**src/rtl/cdb_arbiter.sv**
```systemverilog
// Common data bus arbiter: picks one execution-unit result per cycle into a single broadcast register.
// Define CDB_ROUND_ROBIN_EN for round-robin arbitration; otherwise the lowest index wins.

package cdb_arbiter_pkg;
    typedef struct packed {
        logic [3:0] cr0;
        logic       xer_so;
        logic       xer_ov;
        logic       xer_ca;
    } cond_exception_t;
endpackage

module cdb_arbiter
    import cdb_arbiter_pkg::*;
#(
    parameter int unsigned UNITS       = 4,
    parameter int unsigned RS_ID_WIDTH = 5
) (
    input  logic                                 clk,
    input  logic                                 rst,
    input  logic [UNITS-1:0]                     unit_valid,
    output logic [UNITS-1:0]                     unit_ready,
    input  logic [UNITS*RS_ID_WIDTH-1:0]         unit_rs_id,
    input  logic [UNITS*5-1:0]                   unit_result_reg_addr,
    input  logic [UNITS*32-1:0]                  unit_result,
    input  logic [UNITS*$bits(cond_exception_t)-1:0] unit_cr0_xer,
    output logic                                 cdb_valid,
    input  logic                                 cdb_ready,
    output logic [RS_ID_WIDTH-1:0]               cdb_rs_id,
    output logic [4:0]                           cdb_result_reg_addr,
    output logic [31:0]                          cdb_result,
    output cond_exception_t                      cdb_cr0_xer
);

    localparam int unsigned CxW = $bits(cond_exception_t);

    logic                   cdb_valid_q;
    logic [RS_ID_WIDTH-1:0] rs_id_q;
    logic [4:0]             reg_addr_q;
    logic [31:0]            result_q;
    cond_exception_t        cr0_xer_q;

    logic [UNITS-1:0]       gnt;
    logic                   reg_free;
    logic                   handshake;

    logic [RS_ID_WIDTH-1:0] sel_rs_id;
    logic [4:0]             sel_reg_addr;
    logic [31:0]            sel_result;
    cond_exception_t        sel_cr0_xer;

`ifdef CDB_ROUND_ROBIN_EN
    localparam int unsigned PtrW = (UNITS > 1) ? $clog2(UNITS) : 1;

    logic [PtrW-1:0] ptr_q;
    logic [PtrW-1:0] gnt_idx;
    logic            found;
    int unsigned     idx;

    // Search starts one past the last granted unit so every requester is reached in turn.
    always_comb begin
        gnt     = '0;
        gnt_idx = ptr_q;
        found   = 1'b0;
        idx     = 0;
        for (int unsigned k = 1; k <= UNITS; k++) begin
            idx = (32'(ptr_q) + k) % UNITS;
            if (!found && unit_valid[PtrW'(idx)]) begin
                found   = 1'b1;
                gnt_idx = PtrW'(idx);
            end
        end
        if (found) begin
            gnt[gnt_idx] = 1'b1;
        end
    end

    always_ff @(posedge clk or negedge rst) begin
        if (!rst) begin
            ptr_q <= PtrW'(UNITS - 1);
        end else if (handshake) begin
            ptr_q <= gnt_idx;
        end
    end
`else
    logic found;

    always_comb begin
        gnt   = '0;
        found = 1'b0;
        for (int i = 0; i < UNITS; i++) begin
            if (!found && unit_valid[i]) begin
                gnt[i] = 1'b1;
                found  = 1'b1;
            end
        end
    end
`endif

    assign reg_free   = !cdb_valid_q || cdb_ready;
    // Gating with rst keeps the ready path quiet for the whole reset window.
    assign unit_ready = gnt & {UNITS{reg_free & rst}};
    assign handshake  = |(unit_ready & unit_valid);

    always_comb begin
        sel_rs_id    = '0;
        sel_reg_addr = '0;
        sel_result   = '0;
        sel_cr0_xer  = '0;
        for (int i = 0; i < UNITS; i++) begin
            if (unit_ready[i]) begin
                sel_rs_id    = unit_rs_id[i*RS_ID_WIDTH +: RS_ID_WIDTH];
                sel_reg_addr = unit_result_reg_addr[i*5 +: 5];
                sel_result   = unit_result[i*32 +: 32];
                sel_cr0_xer  = unit_cr0_xer[i*CxW +: CxW];
            end
        end
    end

    always_ff @(posedge clk or negedge rst) begin
        if (!rst) begin
            cdb_valid_q <= 1'b0;
            rs_id_q     <= '0;
            reg_addr_q  <= '0;
            result_q    <= '0;
            cr0_xer_q   <= '0;
        end else if (handshake) begin
            cdb_valid_q <= 1'b1;
            rs_id_q     <= sel_rs_id;
            reg_addr_q  <= sel_reg_addr;
            result_q    <= sel_result;
            cr0_xer_q   <= sel_cr0_xer;
        end else if (cdb_ready) begin
            cdb_valid_q <= 1'b0;
        end
    end

    assign cdb_valid           = cdb_valid_q;
    assign cdb_rs_id           = rs_id_q;
    assign cdb_result_reg_addr = reg_addr_q;
    assign cdb_result          = result_q;
    assign cdb_cr0_xer         = cr0_xer_q;

endmodule

```
**config.mk**
```make
export PLATFORM = sky130hd
export DESIGN_NAME = cdb_arbiter
export DESIGN_NICKNAME = d
export VERILOG_FILES = /design/src/rtl/cdb_arbiter.sv
export SDC_FILE = /design/constraint.sdc
export NUM_CORES = 1
export LEC_CHECK = 0
export BUFFER_PORTS_ARGS = -buffer_cell sky130_fd_sc_hd__buf_2
export CAP_MARGIN = 20
export CORE_AREA = 2 2 100 102
export DETAILED_ROUTE_END_ITERATION = 12
export DIE_AREA = 0 0 102 104
export GPL_ROUTABILITY_DRIVEN = 0
export PLACE_DENSITY = 0.77
export SETUP_SLACK_MARGIN = 0.4
export SYNTH_ARGS = -nofsm -noshare
export SYNTH_HDL_FRONTEND = slang
export SYNTH_SLANG_ARGS = --single-unit
```
**constraint.sdc**
```tcl
create_clock -name clk -period 2.2 [get_ports clk]
set_clock_uncertainty 0.2 [all_clocks]
set_input_delay 0.22 -clock clk [delete_from_list [all_inputs] [get_ports clk]]
set_output_delay 0.22 -clock clk [all_outputs]
set_load 0.02 [all_outputs]
```
* Yosys cells after proc, flatten, opt, wreduce, memory -nomap -nowiden
Index checks and enable logic that the tools add are counted.
Cells by class: bitwise logic cells 3, reduce and logical (&&, ||, !) cells 10, muxes and demuxes 24, $add $sub $neg 0, $lt $le $gt $ge 0, divide/modulo/power cells 0, shift operators 0, eq/ne operators 0, $mul 0
Operator list (number):
- 32-bit two-way mux | 4
- 5-bit two-way mux | 8
- 7-bit two-way mux | 4
- 4-bit AND | 2
- 1-bit two-way mux | 8
- 1-bit logical NOT | 4
- 4-bit OR reduction | 1
- 1-bit logical AND | 3
- 2-bit nonzero test | 1
- 1-bit AND | 1
- 1-bit logical OR | 1
Storage, ports and cells: input port bits 203, bits in latches 0, ROM bits 0, memory bits (writable) 0, logic and storage cells 45, bits in registers 50, memories kept 0

* Logic depth before layout (Yosys ltp)
depth after elaboration 15, mapped depth 6

* Worst setup path after synthesis
OpenSTA, ideal clock, no wires.
path type flip-flop to output port, start point reg cdb_valid_q, in the netlist cdb_valid, end point out unit_ready[2], path buffers 0, arrival time 1420 ps, setup slack 360 ps, stages on the path, launching flop included 4, required time 1780 ps, path through dfrtp_1 > nand2b_4 > nand2_1 > nor4b_1
On the way: cells in the longest elaborated chain, start to end 4
RTL lines:
- start, declared | line 37 | logic cdb_valid_q;
- start signal, assigned | line 122 | cdb_valid_q <= 1'b0;
- start signal, assigned | line 128 | cdb_valid_q <= 1'b1;
- start signal, assigned | line 134 | cdb_valid_q <= 1'b0;
- 1-bit logical NOT | line 100 | assign reg_free = !cdb_valid_q || cdb_ready;
- 1-bit logical OR | line 100
- 1-bit AND | line 102 | assign unit_ready = gnt & {UNITS{reg_free & rst}};
- 4-bit AND | line 102
- end, declared | line 22 | output logic [UNITS-1:0] unit_ready,
No other way between the ends.

* Final worst setup path
start point reg cdb_valid_q, in the netlist cdb_valid, end point out unit_ready[3]
The elaborated chain is that of the path after synthesis.

==> out/results.tsv <==
stage	metric	value	unit
status	status	finished clean	
route	wl_per_cell	14.9	um
logic_synthesis	ys_seq_elements	50	
logic_synthesis	synthMuxAreaShare	0	%
clock_network	cts_tree	yes	
timing	hold_violations	0	
logic_synthesis	synth_compound_area_share	24.7	%
logic_synthesis	synth_top_family_by_area	simple AND/OR/NAND/NOR gates	
timing	max_slew_margin	57.3	%
die	die_width	102	um
clock_network	postCtsSetupRepairBufs	0	
logic_synthesis	netlist_top_cells_area	dfrtp_1 (34%), a222oi_1 (13%), o31a_1 (12%)	
clock_network	clock_sinks	50	
logic_synthesis	syn-num-nets	652	
clock_network	cts_root_buf	clkbuf_8	
die	die_area	0.0106	sq mm
die	io_pins	257	
route	ant_nets	0	
cells_and_area	area_growth	51.9	%
placement	placedInstanceArea	0.00506	sq mm
timing	fmax	0.583	GHz
route	drt_pre_antenna_iters	10	
cells_and_area	seq_area	0.00125	sq mm
cells_and_area	drive_gt1_share	38.8	%
die	initial_utilization	39.0	%
cells_and_area	layout_common_cells	buf_2 (254), inv_1 (98), nand2_1 (51)	
grt	grt_pass1_wl	20.0	mm
cells_and_area	final_cell_area	0.00565	sq mm
route	vias	4403	
grt	grt_overflow	0	
timing	slew_violations	0	
route	wl	12.9	mm
clock_network	cts_max_path_buffers	2	
die	core-area	0.00955	sq mm
worst_setup_path	r2r_setup_slack	0.55	ns
logic_synthesis	ys_seq_area_share	33.6	%
logic_synthesis	synth_largest_area_cell	dfrtp_1	
clock_network	ctsHtreeMaxLevel	2	
clock_network	clk_pin_slew	0.08	ns
worst_setup_path	worstSetupStartpointType	flip-flop	
power_and_ir_drop	vdd_drop_max	0.000242	V
worst_setup_path	critPathKind	flip-flop to output port	
worst_setup_path	critPathRequiredTime	1.78	ns
cells_and_area	final_common_cell	buf_2	
grt	grtUsageTotal	23.1	%
die	dieHeight	104	um
route	drcViolationCount	0	
power_and_ir_drop	p_leak	2.99	nW
power_and_ir_drop	p_per_area	507	mW/mm^2
die	num_rows	36	
logic_synthesis	syn_area	0.00372	sq mm
route	drt_iter0_markers	364	
logic_synthesis	synth_cells	449	
logic_synthesis	synth.top_cell.area_share	33.6	%
min_path	hp-class	input port to flip-flop	
cells_and_area	fill_cells	871	
placement	numPortBuffers	256	
timing	min_period	1.72	ns
grt	grt_max_degree	51	
logic_synthesis	avgSynthCellArea	8.29	sq um
timing	fin_crit_sh	78.0	%
logic_synthesis	synth_xor_area_share	0	%
timing	worst_slew_pin_slew	0.640	ns
worst_setup_path	cp_data_arrival_time	1.30	ns
logic_synthesis	ys_types	18	
cells_and_area	layout.nets	932	
timing	setup_viol	0	
timing	rsz0062_at_grt	false	
cells_and_area	antennaDiodeCount	0	
cells_and_area	multi_input_comb_area	0.00189	sq mm
clock_network	worstSkewPairLatency	0.29	ns
run	drv_cap	0	
logic_synthesis	yosys.area_share.adder	0	%
clock_network	cts_made_buffers	5	
worst_setup_path	crit_fanout	7	
worst_setup_path	critPathCaptureType	output port	
grt	antenna_found_initial	0	
grt	first_global_vias	4446	
timing	fin_tns_setup	0	ns
logic_synthesis	yosysWarnings	0	
logic_synthesis	yosys.area_share.simple	25.5	%
route	viasPerCell	5.10	
placement	dp_hpwl	9.20	mm
==> synthesized netlist by cell type <==
cell type  instances
inv_1             98
nand2_1           52
dfrtp_1           50
nor3b_1           50
a222oi_1          49
nor2b_1           49
o31a_1            49
clkbuf_1          20
buf_2             13
buf_6              7
buf_1              3
and3_1             2
nor4b_1            2
and2_1             1
clkbuf_2           1
nand2b_4           1
nand3_2            1
or4_4              1
==> stage by stage <==
step | util [%] | hold slack, ns | cells | total power, mW | setup WS [ns]
after global placement | 53.0 | 0.253 | 806 | 2.24 | 0.382
after CTS | 59.1 | 0.00272 | 863 | 2.89 | 0.419
final | 59.2 | 0.0118 | 863 | 2.87 | 0.484
after global routing | 59.2 | 0.0145 | 863 | 3.04 | 0.374
after floorplan | - | -0.276 | 449 | 1.80 | 0.527
after detailed placement | 53.0 | 0.276 | 806 | 2.27 | 0.304
==> report_power, final <==
group | switching, mW | leakage [nW] | total (mW) | internal, mW
sequential | 0.0881 | 0.557 | 1.16 | 1.07
combinational | 0.629 | 2.39 | 1.17 | 0.539
clock | 0.287 | 0.0482 | 0.541 | 0.254
total | 1.00 | 2.99 | 2.87 | 1.86
==> critical path: stages (launching register included) <==
cell and delay [ns]:
dfrtp_1 0.41, nand2b_4 0.11, and3_2 0.29, buf_2 0.20
==> area by class of cell <==
| cell class | instances | area share (%) |
|---|---|---|
| clock inverters | 1 | 0.0885 |
| flip-flops and latches | 50 | 22.1 |
| multi-input cells | 257 | 33.3 |
| clock buffers | 7 | 1.53 |
| well taps | 133 | 2.94 |
| inverters | 98 | 6.51 |
| repair buffers | 317 | 33.5 |
==> state kept, by name, summed over array words and instances (netlist names) <==
signal and flops:
cdb_rs_id 5, cdb_cr0_xer 7, cdb_result 32, cdb_valid 1
cdb_result_reg_addr 5
==> worst paths after layout <==
| check | from | endpoint | cells after the start |
|---|---|---|---|
| setup / recovery | cdb_valid | unit_ready[3] | 3 |
| hold / removal | unit_result[107] | cdb_result[11] | 3 |
| setup reg to reg | cdb_valid | cdb_rs_id[4] | 4 |
| hold reg to reg | cdb_result[14] | cdb_result[14] | 2 |
| max in group asynchronous | rst | cdb_result[25] | 3 |
| min in group asynchronous | rst | cdb_result[6] | 3 |
==> layer usage <==
layer	vias up	part of all wire [%]	GRT usage (%)
li1	2122	-	-
met1	2071	40	25.8
met2	190	53	43.9
met3	20	5.8	3.97
met4	0	1.7	6.00
met5	-	0	0
==> kinds of logic (layout without fill, tap and decap cells) <==
logic type	Yosys count	count (layout)
buffers and inverters	142	423
AOI/OAI and AO/OA	98	98
DFF	50	50
and+or+nand+nor	159	159
==> repair_timing <==
action                                 in CTS  in global routing
pin swaps                                   0                  1
hold buffers                               49                  0
endpoints found under the hold margin      99                  0
setup endpoints to repair                  49                  2
gates resized for setup                     1                  3
Note: power is estimated with default switching activity, not from simulation.
